==> src/rtl/dot_mem_pkg.sv <==
// rtl/dot_mem_pkg.sv - shared types and helpers for the dot-product memory sequencer
package dot_mem_pkg;

    typedef enum logic [2:0] {
        ST_IDLE,
        ST_LOAD,
        ST_COMPUTE,
        ST_DRAIN,
        ST_WRITE,
        ST_DONE
    } state_t;

    localparam logic [2:0] MODE_NONE    = 3'b000;
    localparam logic [2:0] MODE_LOAD    = 3'b001;
    localparam logic [2:0] MODE_COMPUTE = 3'b010;
    localparam logic [2:0] MODE_WRITE   = 3'b100;

    function automatic int unsigned ceil_div(input int unsigned len, input int unsigned deg);
        return (len + deg - 1) / deg;
    endfunction

endpackage

==> src/rtl/pipe_delay_line.sv <==
// rtl/pipe_delay_line.sv - fixed-depth shift register with synchronous flush
module pipe_delay_line #(
    parameter int Depth = 5,
    parameter int Width = 8
) (
    input  logic             clk,
    input  logic             flush,
    input  logic [Width-1:0] din,
    output logic [Width-1:0] dout,
    output logic             occupied
);

    logic [Width-1:0] stage_q [Depth];

    always_ff @(posedge clk) begin
        if (flush) begin
            for (int i = 0; i < Depth; i++) stage_q[i] <= '0;
        end else begin
            stage_q[0] <= din;
            for (int i = 1; i < Depth; i++) stage_q[i] <= stage_q[i-1];
        end
    end

    assign dout = stage_q[Depth-1];

    // The record's valid flag lives in the MSB.
    always_comb begin
        occupied = 1'b0;
        for (int i = 0; i < Depth; i++) occupied = occupied | stage_q[i][Width-1];
    end

endmodule

==> src/rtl/dot_mem_sequencer.sv <==
// rtl/dot_mem_sequencer.sv - load/compute/write-back sequencer for the dot-product SRAM banks
module dot_mem_sequencer
    import dot_mem_pkg::*;
#(
    parameter int Addr_Width           = 4,
    parameter int Ram_Depth            = 1 << Addr_Width,
    parameter int Nums_SRAM_In         = 2,
    parameter int Nums_SRAM_Out        = 1,
    parameter int Nums_SRAM            = Nums_SRAM_In + Nums_SRAM_Out,
    parameter int Para_Deg             = 2,
    parameter int Nums_Pipeline_Stages = 4,
    parameter int Read_Latency         = 1
) (
    input  logic                                      clk,
    input  logic                                      reset,
    input  logic                                      start_load,
    input  logic                                      start_compute,
    input  logic                                      start_write,
    input  logic                                      abort,
    input  logic [Addr_Width:0]                       vec_len,
    input  logic                                      load_valid,
    input  logic                                      out_ready,
    output logic [2:0]                                mode,
    output logic                                      busy,
    output logic                                      done,
    output logic [Nums_SRAM-1:0]                      Mem_Clear,
    output logic [Nums_SRAM*Para_Deg-1:0]             En_Chip_Select,
    output logic [Nums_SRAM*Para_Deg-1:0]             En_Read,
    output logic [Nums_SRAM*Para_Deg-1:0]             En_Write,
    output logic [Nums_SRAM*Para_Deg*Addr_Width-1:0]  Addr_Read,
    output logic [Nums_SRAM*Para_Deg*Addr_Width-1:0]  Addr_Write,
    output logic [Para_Deg-1:0]                       lane_mask
);

    localparam int CW  = Addr_Width + 1;
    localparam int NL  = Nums_SRAM * Para_Deg;
    localparam int DLY = Read_Latency + Nums_Pipeline_Stages;
    localparam int RW  = 1 + CW + Para_Deg;

    state_t          state_q, state_d;
    logic [CW-1:0]   len_q, len_d, grp_q, grp_d, groups_q, groups_d;
    logic [2:0]      cmd_mode_q, mode_d;
    logic            clr_pending_q;

    logic [CW-1:0]   acc_len, acc_groups, sel_len, sel_groups, sel_grp, sel_base;
    logic [Para_Deg-1:0]   sel_mask;
    logic [Addr_Width-1:0] sel_addr [Para_Deg];
    logic            idle, is_last, abort_now;
    logic            do_wr_in, do_rd_in, do_rd_out;

    logic [NL-1:0]            cs_d, rd_d, wr_d;
    logic [NL*Addr_Width-1:0] ar_d, aw_d;
    logic [Para_Deg-1:0]      mask_d;

    logic [RW-1:0]   rec_in, rec_out;
    logic            dl_occupied, tail_valid;
    logic [CW-1:0]   tail_base;
    logic [Para_Deg-1:0] tail_mask;

    assign abort_now  = abort && (state_q != ST_IDLE);
    assign tail_valid = rec_out[RW-1];
    assign tail_base  = rec_out[RW-2 -: CW];
    assign tail_mask  = rec_out[Para_Deg-1:0];

    pipe_delay_line #(.Depth(DLY), .Width(RW)) u_delay (
        .clk      (clk),
        .flush    (reset || abort_now),
        .din      (rec_in),
        .dout     (rec_out),
        .occupied (dl_occupied)
    );

    // In IDLE the first group is formed from the incoming command; in WRITE a
    // completed handshake presents the following group straight away.
    always_comb begin
        idle       = (state_q == ST_IDLE);
        acc_len    = (vec_len > CW'(Ram_Depth)) ? CW'(Ram_Depth) : vec_len;
        acc_groups = CW'(ceil_div(32'(acc_len), 32'(Para_Deg)));
        sel_len    = idle ? acc_len : len_q;
        sel_groups = idle ? acc_groups : groups_q;
        if (idle)
            sel_grp = '0;
        else if (state_q == ST_WRITE && out_ready)
            sel_grp = grp_q + CW'(1);
        else
            sel_grp = grp_q;
        sel_base = CW'(sel_grp * CW'(Para_Deg));
        is_last  = ((idle ? CW'(1) : grp_q + CW'(1)) >= sel_groups);
        for (int l = 0; l < Para_Deg; l++) begin
            sel_mask[l] = (sel_base + CW'(l)) < sel_len;
            sel_addr[l] = sel_mask[l] ? Addr_Width'(sel_base + CW'(l)) : '0;
        end
    end

    always_comb begin
        state_d   = state_q;
        len_d     = len_q;
        grp_d     = grp_q;
        groups_d  = groups_q;
        mode_d    = cmd_mode_q;
        do_wr_in  = 1'b0;
        do_rd_in  = 1'b0;
        do_rd_out = 1'b0;

        case (state_q)
            ST_IDLE: begin
                len_d    = acc_len;
                groups_d = acc_groups;
                grp_d    = '0;
                if (start_load) begin
                    mode_d  = MODE_LOAD;
                    state_d = (acc_len == '0) ? ST_DONE : ST_LOAD;
                end else if (start_compute) begin
                    mode_d = MODE_COMPUTE;
                    if (acc_len == '0) begin
                        state_d = ST_DONE;
                    end else begin
                        do_rd_in = 1'b1;
                        grp_d    = CW'(1);
                        state_d  = is_last ? ST_DRAIN : ST_COMPUTE;
                    end
                end else if (start_write) begin
                    mode_d = MODE_WRITE;
                    if (acc_len == '0) begin
                        state_d = ST_DONE;
                    end else begin
                        do_rd_out = 1'b1;
                        state_d   = ST_WRITE;
                    end
                end
            end
            ST_LOAD: begin
                if (load_valid) begin
                    do_wr_in = 1'b1;
                    grp_d    = grp_q + CW'(1);
                    if (is_last) state_d = ST_DONE;
                end
            end
            ST_COMPUTE: begin
                do_rd_in = 1'b1;
                grp_d    = grp_q + CW'(1);
                if (is_last) state_d = ST_DRAIN;
            end
            ST_DRAIN: begin
                if (!dl_occupied) state_d = ST_DONE;
            end
            ST_WRITE: begin
                if (out_ready && is_last) begin
                    state_d = ST_DONE;
                end else begin
                    do_rd_out = 1'b1;
                    grp_d     = sel_grp;
                end
            end
            ST_DONE:  state_d = ST_IDLE;
            default:  state_d = ST_IDLE;
        endcase

        cs_d   = '0;
        rd_d   = '0;
        wr_d   = '0;
        ar_d   = '0;
        aw_d   = '0;
        mask_d = do_rd_in ? sel_mask : '0;
        rec_in = do_rd_in ? {1'b1, sel_base, sel_mask} : '0;

        for (int b = 0; b < Nums_SRAM; b++) begin
            for (int l = 0; l < Para_Deg; l++) begin
                if (b < Nums_SRAM_In) begin
                    if (do_wr_in && sel_mask[l]) begin
                        wr_d[b*Para_Deg+l] = 1'b1;
                        aw_d[(b*Para_Deg+l)*Addr_Width +: Addr_Width] = sel_addr[l];
                    end
                    if (do_rd_in && sel_mask[l]) begin
                        rd_d[b*Para_Deg+l] = 1'b1;
                        ar_d[(b*Para_Deg+l)*Addr_Width +: Addr_Width] = sel_addr[l];
                    end
                end else begin
                    if (do_rd_out && sel_mask[l]) begin
                        rd_d[b*Para_Deg+l] = 1'b1;
                        ar_d[(b*Para_Deg+l)*Addr_Width +: Addr_Width] = sel_addr[l];
                    end
                    // Write-back of a compute result leaving the delay line.
                    if (tail_valid && tail_mask[l]) begin
                        wr_d[b*Para_Deg+l] = 1'b1;
                        aw_d[(b*Para_Deg+l)*Addr_Width +: Addr_Width] =
                            Addr_Width'(tail_base + CW'(l));
                    end
                end
            end
        end
        cs_d = rd_d | wr_d;

        if (abort_now) begin
            state_d = ST_IDLE;
            cs_d    = '0;
            rd_d    = '0;
            wr_d    = '0;
            ar_d    = '0;
            aw_d    = '0;
            mask_d  = '0;
        end
    end

    always_ff @(posedge clk) begin
        if (reset) begin
            state_q        <= ST_IDLE;
            len_q          <= '0;
            grp_q          <= '0;
            groups_q       <= '0;
            cmd_mode_q     <= MODE_NONE;
            clr_pending_q  <= 1'b1;
            mode           <= MODE_NONE;
            busy           <= 1'b0;
            done           <= 1'b0;
            Mem_Clear      <= '0;
            En_Chip_Select <= '0;
            En_Read        <= '0;
            En_Write       <= '0;
            Addr_Read      <= '0;
            Addr_Write     <= '0;
            lane_mask      <= '0;
        end else begin
            state_q        <= state_d;
            len_q          <= len_d;
            grp_q          <= grp_d;
            groups_q       <= groups_d;
            cmd_mode_q     <= mode_d;
            clr_pending_q  <= 1'b0;
            Mem_Clear      <= {Nums_SRAM{clr_pending_q}};
            mode           <= (state_d == ST_IDLE) ? MODE_NONE : mode_d;
            busy           <= (state_d != ST_IDLE);
            done           <= (state_d == ST_DONE);
            En_Chip_Select <= cs_d;
            En_Read        <= rd_d;
            En_Write       <= wr_d;
            Addr_Read      <= ar_d;
            Addr_Write     <= aw_d;
            lane_mask      <= mask_d;
        end
    end

endmodule

==> config.mk <==
export PLATFORM = sky130hd
export DESIGN_NAME = dot_mem_sequencer
export DESIGN_NICKNAME = d
export VERILOG_FILES = /design/src/rtl/dot_mem_pkg.sv /design/src/rtl/pipe_delay_line.sv /design/src/rtl/dot_mem_sequencer.sv
export SDC_FILE = /design/constraint.sdc
export NUM_CORES = 1
export LEC_CHECK = 0
export CORE_MARGIN = 2
export CORE_UTILIZATION = 53
export DETAILED_ROUTE_END_ITERATION = 12
export PLACE_DENSITY = 0.84
export SETUP_SLACK_MARGIN = 0.1
export SKIP_LAST_GASP = 1
export SYNTH_ARGS = -nofsm -noshare
export SYNTH_HDL_FRONTEND = slang
export SYNTH_SLANG_ARGS = --single-unit
==> constraint.sdc <==
create_clock -name clk -period 6.4 [get_ports clk]
set_input_delay 0.64 -clock clk [delete_from_list [all_inputs] [get_ports clk]]
set_output_delay 0.64 -clock clk [all_outputs]
set_load 0.01 [all_outputs]
==> Word level (Yosys, flattened, before mapping) <==
Memory sizes are Yosys's and may differ from the RTL's.
Index checks and enable logic that the tools add are counted.
{ "totals": {"regBits": 96, "ramBits": 40, "output_inout_bits": 76, "n_memories": 1} }
{ "classes": {"add_sub_neg": 5, "order_cmp": 4, "n_eq_ne": 8, "mux": 65, "n_bitwise": 15, "n_reduce_logical": 27} }
{ "memory_table": {"columns": ["memory", "words", "width", "rd", "rd_clocked_by_memory_dff", "wr", "line_no", "rtl"], "rows": [
  ["u_delay.stage_q", 5, 8, 5, 0, 5, "pipe_delay_line.sv:13", "logic [Width-1:0] stage_q [Depth];"]
]} }
{ "ops": {"columns": ["operator", "count"], "rows": [
  ["$mux 8", 6],
  ["$mux 3", 15],
  ["$mux 5", 8],
  ["$mux 1", 26],
  ["$mux 4", 6],
  ["$pmux 5 s4", 1],
  ["$pmux 3 s5", 1],
  ["$reduce_or 3->1", 5],
  ["$logic_and 1x1->1", 11],
  ["$add 5x1->5 const B", 2],
  ["$lt 5x5->1", 2],
  ["$or 1x1->1", 9],
  ["$add 5x2->6 const B", 1],
  ["$eq 3x2->1 const B", 2],
  ["$eq 3x3->1 const B", 2],
  ["$logic_not 3->1", 2],
  ["$or 6x6->6", 1],
  ["$reduce_bool 3->1", 2],
  ["$sub 6x1->6 const B", 1],
  ["$ge 5x5->1", 1],
  ["$gt 5x5->1 const B", 1],
  ["$logic_not 5->1", 1],
  ["$not 1->1", 5],
  ["$add 4x1->4 const B", 1],
  ["9 further kinds", 12]
]} }

==> Longest topological paths before layout <==
Gate-level depths: netlist (run 1).
{ "logic_depth": {"ltp_word": 14, "depth_mapped": 13, "mapped_depth_nobuf": 13} }

==> Hierarchy <==
A second synthesis (run 1) with hierarchy kept.
{ "hier_totals": {"cells_unflattened": 464, "area_unflattened_um2": 4495.6} }
{ "by_module_without_submodules": {"columns": ["mod", "instances", "cells_each", "area_each_um2", "seq_area_each_um2"], "rows": [
  ["dot_mem_sequencer", 1, 369, 3266.9, 1421.4],
  ["pipe_delay_line", 1, 95, 1228.7, 800.8]
]} }

==> Least setup slack after synthesis (run 1) <==
Ideal clock, no wire load.
{ "synth_timing": {"path_kind": "input -> register", "from": "input port out_ready", "to": "register Addr_Read[21]", "arrival_time_ps": 2819, "path_slack_ps": 3513, "path_stages": 12, "path_buffers": 1, "path_cell_list": "clkbuf_1 nand2b_1 nand2_1 a2bb2oi_1 inv_1 ha_1 nor2b_1 o21ai_0 nand2b_1 a21oi_2 o211ai_1 nor2_1"} }
{ "synth_between": {"elab_chain_cells": 8} }
{ "synth_lines": {"columns": ["item", "line_no", "rtl"], "rows": [
  ["from (decl)", "dot_mem_sequencer.sv:22", "input logic out_ready,"],
  ["$logic_and 1x1->1 *", "dot_mem_sequencer.sv:83", "else if (state_q == ST_WRITE && out_ready)"],
  ["$mux 5 *", "dot_mem_sequencer.sv:83", null],
  ["$mux 5 *", "dot_mem_sequencer.sv:81", "if (idle)"],
  ["via sel_base[2]", "dot_mem_sequencer.sv:45", "logic [CW-1:0] acc_len, acc_groups, sel_len, sel_groups, sel_grp, sel_base;"],
  ["$add 5x1->5 *", "dot_mem_sequencer.sv:91", "sel_addr[l] = sel_mask[l] ? Addr_Width'(sel_base + CW'(l)) : '0;"],
  ["$lt 5x5->1 *", "dot_mem_sequencer.sv:90", "sel_mask[l] = (sel_base + CW'(l)) < sel_len;"],
  ["$logic_and 1x1->1", "dot_mem_sequencer.sv:179", "if (do_rd_out && sel_mask[l]) begin"],
  ["$not 1->1 (no source line)", null, null],
  ["$reduce_or 3->1 (no source line)", null, null],
  ["to (signal assigned)", "dot_mem_sequencer.sv:237", "Addr_Read <= ar_d;"],
  ["to (decl)", "dot_mem_sequencer.sv:30", "output logic [Nums_SRAM*Para_Deg*Addr_Width-1:0] Addr_Read,"]
]} }
Mark *: on every way through the listed nets, which the timed path passes. The rest lies on a longest branch. The select of a mux whose other input is x is not followed.
A chain may end at the register's enable or synchronous reset.

==> Worst setup path in the final report (run 1) <==
{ "layout_timing": {"from": "input port out_ready", "to": "register Addr_Read[17]"} }
{ "layout_between": {"elab_chain_cells": 7} }
{ "layout_lines": {"columns": ["item", "line_no"], "rows": [
  ["$logic_and 1x1->1 *", "dot_mem_sequencer.sv:83"],
  ["$mux 5 *", "dot_mem_sequencer.sv:83"],
  ["$mux 5 *", "dot_mem_sequencer.sv:81"],
  ["via sel_base[3]", "dot_mem_sequencer.sv:45"],
  ["$lt 5x5->1 *", "dot_mem_sequencer.sv:90"],
  ["$logic_and 1x1->1", "dot_mem_sequencer.sv:179"],
  ["$not 1->1 (no source line)", null],
  ["$reduce_or 3->1 (no source line)", null]
]} }
Marked as above.

==> results.toml, run 1 <==
[run_status]
outcome = "completed"

[grt]
overflow = 0
grt_pass1_vias = 2624
grt_pass1_wl_um = 12100
antenna_found_initial = 0
grt_usage = 0.198
grt_max_degree = 29

[detailed_routing]
ant_nets = 0
num_vias = 2884
drtPass1Iterations = 5
wire_per_inst_um = 13.2
viasPerCell = 4.98
drt-initial-drc-count = 129
wl_um = 7630
drc = 0

[final_layout]
area_delta_synth_final_pct = 23.5
final-instance-count-excl-fill = 579
regArea_mm2 = 0.00200
final_common_cell = "dfxtp_1"
final_cell_mix = "dfxtp_1 (100), clkdlybuf4s50_1 (82), nor2_1 (45)"
drive_above_1_share = 0.0708
nets = 501
fin_area_mm2 = 0.00480
fillers = 544
multiInputGateArea_mm2 = 0.00150
antenna-diode-count = 0

[worst_setup_path]
path_cells = "clkdlybuf4s50_1 -> nand2_1 -> nand2_1 -> nand2_1 -> a21oi_1 -> inv_1 -> ha_1 -> a2111oi_0 -> a22oi_1 -> nor2_1 -> o21ai_1 -> nor2_1"
path_class = "in2reg"
path_common_cell = "nand2_1"
crit_buf_inv = 2
cp_top_family = "compound AO/OA/AOI/OAI gates"
worst-endpoint-arrival_ns = 3.88
required_ns = 6.69
cp-start-kind = "input port"
critPathMaxFanout = 8
max_stage_delay_ns = 0.77
end_kind = "flop"
slowest_stage = "a21oi_1"

[placed_design]
io_buffers = 82
dpl-instance-area_mm2 = 0.00458
placedCellCount = 563
globalplace.congestion = 0.838
hpwl_um = 5590

[sta]
period_share = 0.561
worst_pin_slew_ns = 1.00
grt_setup_unrepaired = "false"
hold_violations = 0
fmaxAchievable_mhz = 279
whs_ns = 0.438
relSlewSlack = 0.333
finalSetupTns_ns = 0
setup_viol = 0
min_period_ns = 3.59
fin_skew_ns = 0.0137
drv_slew = 0

[cts]
cts_setup_buffers = 0
cts_htree_levels = 3
clock_sinks = 100
cts_tree = "done"
clock_latency_ns = 0.36
cts_buffer_depth = 2
clk_pin_slew_worst_paths_ns = 0.10
cts_root_buf = "clkbuf_8"
cts-hold-fix-buffers = 0
ctsResizeCount = 0
cts_made_buffers = 9

[yosys]
synth-main-ff-cell = "dfxtp_1"
ys_warn_count = 0
synth-seq-area-share = 0.515
synth-async-reset-ratio = 0
synthesis.area_mm2 = 0.00388
synth.distinct_cells = 48
syn_avg_cell_area_um2 = 9.27
ys_ff_latch = 100
syn_inst = 419
synth_edf_count = 0

[pwr]
leakagePower_nw = 2.07
finalPower_mw = 1.78
p_per_area_mw_per_mm2 = 371
ir_worst_vdd_v = 0.000203

[min_path]
hold_class = "reg2reg"

[floorplan]
ios = 89
initial_core_util = 0.541
die_area_mm2 = 0.00803
fp.dieH_um = 89.6
rows = 31
die_x_um = 89.6
core_region_area_mm2 = 0.00718

[run]
cap_violations = 0
==> layout make-up <==
type / count / area share
Sequential cell: 100 / 0.417
Multi-Input combinational cell: 251 / 0.313
Timing Repair Buffer: 85 / 0.176
Clock buffer: 10 / 0.0287
Tap cell: 99 / 0.0258
Inverter: 28 / 0.0222
Clock inverter: 6 / 0.0172
==> final timing paths <==
path              slack (ns)  cells after the start                    from                      to
setup / recovery        2.81                     12               out_ready           Addr_Read[17]
hold / removal          0.44                      1  u_delay.stage_q[0][13]  u_delay.stage_q[0][21]
setup reg to reg        2.92                     11              state_q[1]           Addr_Read[17]
hold reg to reg         0.44                      1  u_delay.stage_q[0][13]  u_delay.stage_q[0][21]
==> cells by family after synthesis <==
kind of cell    Yosys count  synth area share
compound gates           66             0.105
xor+xnor                  8            0.0180
fa+ha+maj                13            0.0419
buf+inv                  73             0.102
flops                   100             0.515
mux                       3           0.00773
other cells               1          0.000965
simple gates            155             0.209
==> state kept, by name (all words and copies together), names as in the netlist, 2 cells and up <==
register and flops:
Addr_Read 14, Addr_Write 14, En_Chip_Select 4, En_Read 4, En_Write 4, cmd_mode_q 3
groups_q 5, grp_q 5, lane_mask 2, len_q 5, mode 3, state_q 3
u_delay.stage_q 30
==> synth_stat cells, drive strengths merged, types with 2 or more instances <==
cell	count	area [um^2]
or3	2	22.5
xor2	3	26.3
and2	34	213
a211oi	4	30.0
a22oi	3	22.5
nand2	28	113
mux2i	3	30.0
clkbuf	10	40.0
nand2b	8	57.6
o21a	2	15.0
nor4	2	12.5
a21o	4	30.0
a2111oi	2	18.8
xnor2	5	43.8
buf	35	251
a31oi	5	37.5
nor2b	5	31.3
a21oi	27	139
dfxtp	100	2000
ha	13	163
o31ai	2	15.0
nor3	9	45.0
o211ai	3	22.5
nor3b	3	22.5
inv	27	101
nand3	7	35.0
o21ai	12	60.1
nor2	51	206
==> layer usage <==
metal	global-route usage	part of all wire	wire length (um)	up-vias
met5	0	0	0	-
met4	0.0841	0.015	116	0
met3	0.0539	0.061	464	8
met2	0.334	0.50	3820	97
met1	0.238	0.42	3230	1337
li1	-	-	-	1442
==> through the flow <==
step / util / worst slack [ns]
2_1_floorplan: - / 3.51
3_3_place_gp: 0.638 / 2.63
3_5_place_dp: 0.638 / 2.51
4_1_cts: 0.669 / 2.88
5_1_grt: 0.669 / 2.48
6_report: 0.669 / 2.81
==> power by group <==
part,leakage [nW],internal [mW],total (mW),switching (mW)
Sequential,0.811,0.694,0.761,0.0673
Combinational,1.15,0.259,0.596,0.336
Clock,0.108,0.199,0.422,0.223
No activity file was read; power rests on OpenSTA's default activity.
==> run 2, diff against run 1 <==
--- a/config.mk
+++ b/config.mk
@@ -6,9 +6,9 @@
 export NUM_CORES = 1
 export LEC_CHECK = 0
 export CORE_MARGIN = 2
-export CORE_UTILIZATION = 53
+export CORE_UTILIZATION = 50
 export DETAILED_ROUTE_END_ITERATION = 12
-export PLACE_DENSITY = 0.84
+export PLACE_DENSITY = 0.8
 export SETUP_SLACK_MARGIN = 0.1
 export SKIP_LAST_GASP = 1
 export SYNTH_ARGS = -nofsm -noshare
==> constraint.sdc (replaced) <==
create_clock -name clk -period 3.53 [get_ports clk]
set_input_delay 0.353 -clock clk [delete_from_list [all_inputs] [get_ports clk]]
set_output_delay 0.353 -clock clk [all_outputs]
set_load 0.01 [all_outputs]
==> run 2 against run 1 <==
  * Clock power up 71%
  * Worst setup slack worse by 2.4 ns
  * Via count up 1.8%
  * Routed wire length up 4.6%
  * Critical path depth down 2
  * First-iteration DRC count down 26%
  * Sequential cell count unchanged
  * Combinational power up 98%
  * Clock-buffer cell count down 1
  * Clock skew down 0.0033 ns
  * Total power up 83%
==> results.toml, run 2 (synthesis results as in run 1) <==
[run]
cap_violations = 0

[floorplan]
core_region_area_mm2 = 0.00761
die_area_mm2 = 0.00849
fp.dieH_um = 92.1
die_x_um = 92.1
rows = 32
initial_core_util = 0.511
ios = 89

[sta]
fin_skew_ns = 0.0105
hold_violations = 0
setup_viol = 0
drv_slew = 0
grt_setup_unrepaired = "false"
worst_pin_slew_ns = 0.690
period_share = 0.883
min_period_ns = 3.12
relSlewSlack = 0.540
fmaxAchievable_mhz = 321
finalSetupTns_ns = 0

[placed_design]
hpwl_um = 5990
io_buffers = 82
globalplace.congestion = 0.881

[cts]
cts_made_buffers = 9
clock_latency_ns = 0.37
clock_sinks = 100
cts_setup_buffers = 0
cts_root_buf = "clkbuf_8"
cts_buffer_depth = 2
cts_htree_levels = 3
clk_pin_slew_worst_paths_ns = 0.10
cts_tree = "done"
cts-hold-fix-buffers = 0
ctsResizeCount = 0

[final_layout]
antenna-diode-count = 0
drive_above_1_share = 0.0935
final_util = 0.641
regMostFlops = "u_delay.stage_q"
final_common_cell = "dfxtp_1"
top_regs = "u_delay.stage_q: 30 flops, Addr_Read: 14 flops, Addr_Write: 14 flops"
nets = 513
largest_reg_flops = 30
final_cell_mix = "dfxtp_1 (100), clkdlybuf4s50_1 (82), nor2_1 (45)"
area_delta_synth_final_pct = 25.4

[detailed_routing]
viasPerCell = 4.94
ant_nets = 0
wl_um = 7980
drtPass1Iterations = 4
wire_per_inst_um = 13.4
drt-initial-drc-count = 95
drc = 0
num_vias = 2937

[worst_setup_path]
crit_buf_inv = 0
cp_top_family = "compound AO/OA/AOI/OAI gates"
path_class = "reg2reg"
worst-endpoint-arrival_ns = 3.37
path_cells = "or3_4 -> nor3_1 -> a21oi_1 -> ha_1 -> a21o_1 -> a31oi_1 -> o21ai_1 -> a2111oi_1 -> a21o_1 -> a21oi_1"
r2r-end = "mode[2]"
reg2reg_slack_ns = 0.41
max_stage_delay_ns = 0.62
end_kind = "flop"
cp-start-kind = "flop"
critPathMaxFanout = 13
required_ns = 3.78
ff2ff_path_depth = 10
slowest_stage = "a2111oi_1"
r2r-start = "state_q[0]"

[grt]
grt_pass1_vias = 2796
grt_pass1_wl_um = 13200
overflow = 0
grt_max_degree = 23
antenna_found_initial = 0
grt_usage = 0.198

[pwr]
p_per_area_mw_per_mm2 = 668
ir_worst_vdd_v = 0.000358
finalPower_mw = 3.26
leakagePower_nw = 2.13

[min_path]
min_to = "u_delay.stage_q[0][33]"
min_from = "u_delay.stage_q[0][25]"
hold_class = "reg2reg"
whs_path_depth = 1

[run_status]
outcome = "completed"
-- run 2: cell count changes in the layout (fill, tap and decap cells not counted) --
cell,change
bufinv_16,-1
clkinv_4,+1
clkbuf_8,-1
buf_4,+12
inv_8,+2
clkinvlp_4,-1
-- run 2: area by class of cell --
| type | count | area [um^2] |
|---|---|---|
| Sequential cell | 100 | 2000 |
| Inverter | 28 | 106 |
| Timing Repair Buffer | 97 | 933 |
| Clock buffer | 9 | 124 |
| Multi-Input combinational cell | 251 | 1500 |
| Clock inverter | 7 | 76.3 |
| Tap cell | 102 | 128 |
| Fill cell | 628 | 2730 |
-- run 2: worst max-delay path by stage --
stage	end	slack, ns	startpoint	cells after the start
CTS	Addr_Read[17]	0.46	state_q[0]	10
floorplan	mode[2]	0.70	state_q[2]	11
finish	mode[2]	0.41	state_q[0]	10
global placement	mode[2]	0.25	vec_len[4]	13
global route	mode[2]	0.23	vec_len[4]	14
detailed placement	mode[2]	0.10	vec_len[4]	14
-- run 2: through the flow --
stage	area, um^2	setup WS (ns)	std cells	hold WS (ns)
2_1_floorplan	3900	0.703	424	0.381
3_3_place_gp	4670	0.254	578	0.409
3_5_place_dp	4670	0.101	578	0.416
4_1_cts	4870	0.459	594	0.441
5_1_grt	4870	0.226	594	0.455
6_report	4870	0.414	594	0.440
-- run 2: worst register-to-register path, cell delays in order (launching register included) --
cell and delay [ns]:
dfxtp_1 0.40, or3_4 0.49, nor3_1 0.21, a21oi_1 0.09
ha_1 0.33, a21o_1 0.19, a31oi_1 0.15, o21ai_1 0.20
a2111oi_1 0.62, a21o_1 0.25, a21oi_1 0.08
-- run 2: where the power goes --
group	leakage (nW)	internal (mW)	total [mW]	switching, mW
logic	1.21	0.518	1.18	0.667
registers	0.811	1.26	1.35	0.0907
clock network	0.103	0.282	0.722	0.440
-- run 2: layer usage --
metal,wire (um),vias to the layer above,GRT usage
met5,0,-,0
met4,231,0,0.0945
met3,345,19,0.0288
met2,4170,79,0.354
met1,3230,1363,0.233
li1,-,1476,-
==> run 3, diff against run 2 <==
--- a/config.mk
+++ b/config.mk
@@ -8,7 +8,7 @@
 export CORE_MARGIN = 2
 export CORE_UTILIZATION = 50
 export DETAILED_ROUTE_END_ITERATION = 12
-export PLACE_DENSITY = 0.8
+export PLACE_DENSITY = 0.76
 export SETUP_SLACK_MARGIN = 0.1
 export SKIP_LAST_GASP = 1
 export SYNTH_ARGS = -nofsm -noshare
==> run 3 against run 2 <==
  * First-iteration DRC count down 2.1%
  * Sequential cell count did not move
  * Total power decreased by 1.3%
  * Clock-buffer cell count grew 1
  * Maximum frequency about the same
  * Global-route usage down 0.51 points
  * Largest cell class unchanged
==> results.toml, run 3 (synthesis results as in run 1) <==
[run_status]
outcome = "completed"

[worst_setup_path]
critPathMaxFanout = 8
cp_top_family = "compound AO/OA/AOI/OAI gates"
worst-endpoint-arrival_ns = 3.36
slowest_stage = "a2111oi_1"
path_cells = "clkdlybuf4s50_1 -> nand2b_1 -> inv_1 -> ha_1 -> xnor2_1 -> nor2_1 -> a21oi_1 -> ha_1 -> a21o_1 -> a31oi_1 -> o21ai_1 -> a2111oi_1 -> a21o_1 -> a21oi_1"
cp-start-kind = "input port"
required_ns = 3.78
max_stage_delay_ns = 0.62
crit_buf_inv = 2
path_class = "in2reg"
end_kind = "flop"

[floorplan]
die_area_mm2 = 0.00849
die_x_um = 92.1
rows = 32
initial_core_util = 0.511
core_region_area_mm2 = 0.00761
fp.dieH_um = 92.1
ios = 89

[placed_design]
io_buffers = 82
hpwl_um = 5970
globalplace.congestion = 0.887
dpl-instance-area_mm2 = 0.00467

[sta]
fin_skew_ns = 0.00805
fmaxAchievable_mhz = 321
setup_viol = 0
hold_violations = 0
worst_pin_slew_ns = 0.701
period_share = 0.882
whs_ns = 0.432
min_period_ns = 3.11
drv_slew = 0
relSlewSlack = 0.532
finalSetupTns_ns = 0
grt_setup_unrepaired = "false"

[pwr]
finalPower_mw = 3.21
p_per_area_mw_per_mm2 = 663
ir_worst_vdd_v = 0.000462
leakagePower_nw = 2.10

[final_layout]
area_delta_synth_final_pct = 24.8
final_cell_mix = "dfxtp_1 (100), clkdlybuf4s50_1 (82), nor2_1 (45)"
drive_above_1_share = 0.0896
nets = 512
fin_area_mm2 = 0.00485
regMostFlops = "u_delay.stage_q"
antenna-diode-count = 0
top_regs = "u_delay.stage_q: 30 flops, Addr_Read: 14 flops, Addr_Write: 14 flops"
largest_reg_flops = 30
fillers = 640
final_common_cell = "dfxtp_1"

[cts]
clk_pin_slew_worst_paths_ns = 0.10
cts_tree = "done"
cts_made_buffers = 9
cts-hold-fix-buffers = 0
cts_setup_buffers = 0
ctsResizeCount = 0
cts_root_buf = "clkbuf_8"
clock_sinks = 100
cts_htree_levels = 3
cts_buffer_depth = 2
clock_latency_ns = 0.36

[grt]
overflow = 0
grt_pass1_wl_um = 12900
antenna_found_initial = 0
grt_pass1_vias = 2683
grt_usage = 0.193
grt_max_degree = 23

[run]
cap_violations = 0

[detailed_routing]
ant_nets = 0
drt-initial-drc-count = 93
wire_per_inst_um = 13.3
drtPass1Iterations = 5
num_vias = 2893
drc = 0
wl_um = 7920
viasPerCell = 4.88

[min_path]
hold_class = "reg2reg"
## run 3: cell types whose count changed in the layout (fill, tap and decap cells not counted), sizes merged
cell,before,now
clkbuf,9,10
buf,15,14
clkinvlp,0,2
clkinv,4,2
inv,31,30
## run 3: through the flow
stage          utilization  instances  setup slack (ns)
2_1_floorplan            -        424             0.703
3_3_place_gp         0.613        577             0.176
3_5_place_dp         0.613        577             0.101
4_1_cts              0.637        593             0.464
5_1_grt              0.637        593             0.203
6_report             0.637        593             0.417
## run 3: area by class of cell
| cell class | count | area (um^2) | area share |
|---|---|---|---|
| timing repair buffer | 96 | 926 | 0.191 |
| sequential | 100 | 2000 | 0.413 |
| tap | 102 | 128 | 0.0263 |
| multi-input combinational | 251 | 1500 | 0.310 |
| inverter | 28 | 106 | 0.0219 |
| clock inverter | 6 | 55.1 | 0.0114 |
| clock buffer | 10 | 128 | 0.0263 |
## run 3: worst paths after layout
path	startpoint	to	slack, ns	depth (start not counted)
setup / recovery	vec_len[4]	mode[0]	0.42	14
hold / removal	u_delay.stage_q[0][8]	u_delay.stage_q[0][16]	0.43	1
setup reg to reg	state_q[0]	mode[0]	0.46	10
hold reg to reg	u_delay.stage_q[0][8]	u_delay.stage_q[0][16]	0.43	1
## run 3: layer usage
metal  vias up  track usage  part of all wire
met5         -            0                 0
met4         0       0.0970             0.032
met3        19       0.0386             0.045
met2        86        0.323              0.49
met1      1319        0.237              0.44
li1       1469            -                 -
## run 3: power breakdown
group	switching, mW	total [mW]	internal [mW]	leakage (nW)
Combinational	0.665	1.18	0.519	1.21
Sequential	0.0946	1.35	1.26	0.811
Clock	0.406	0.676	0.270	0.0869
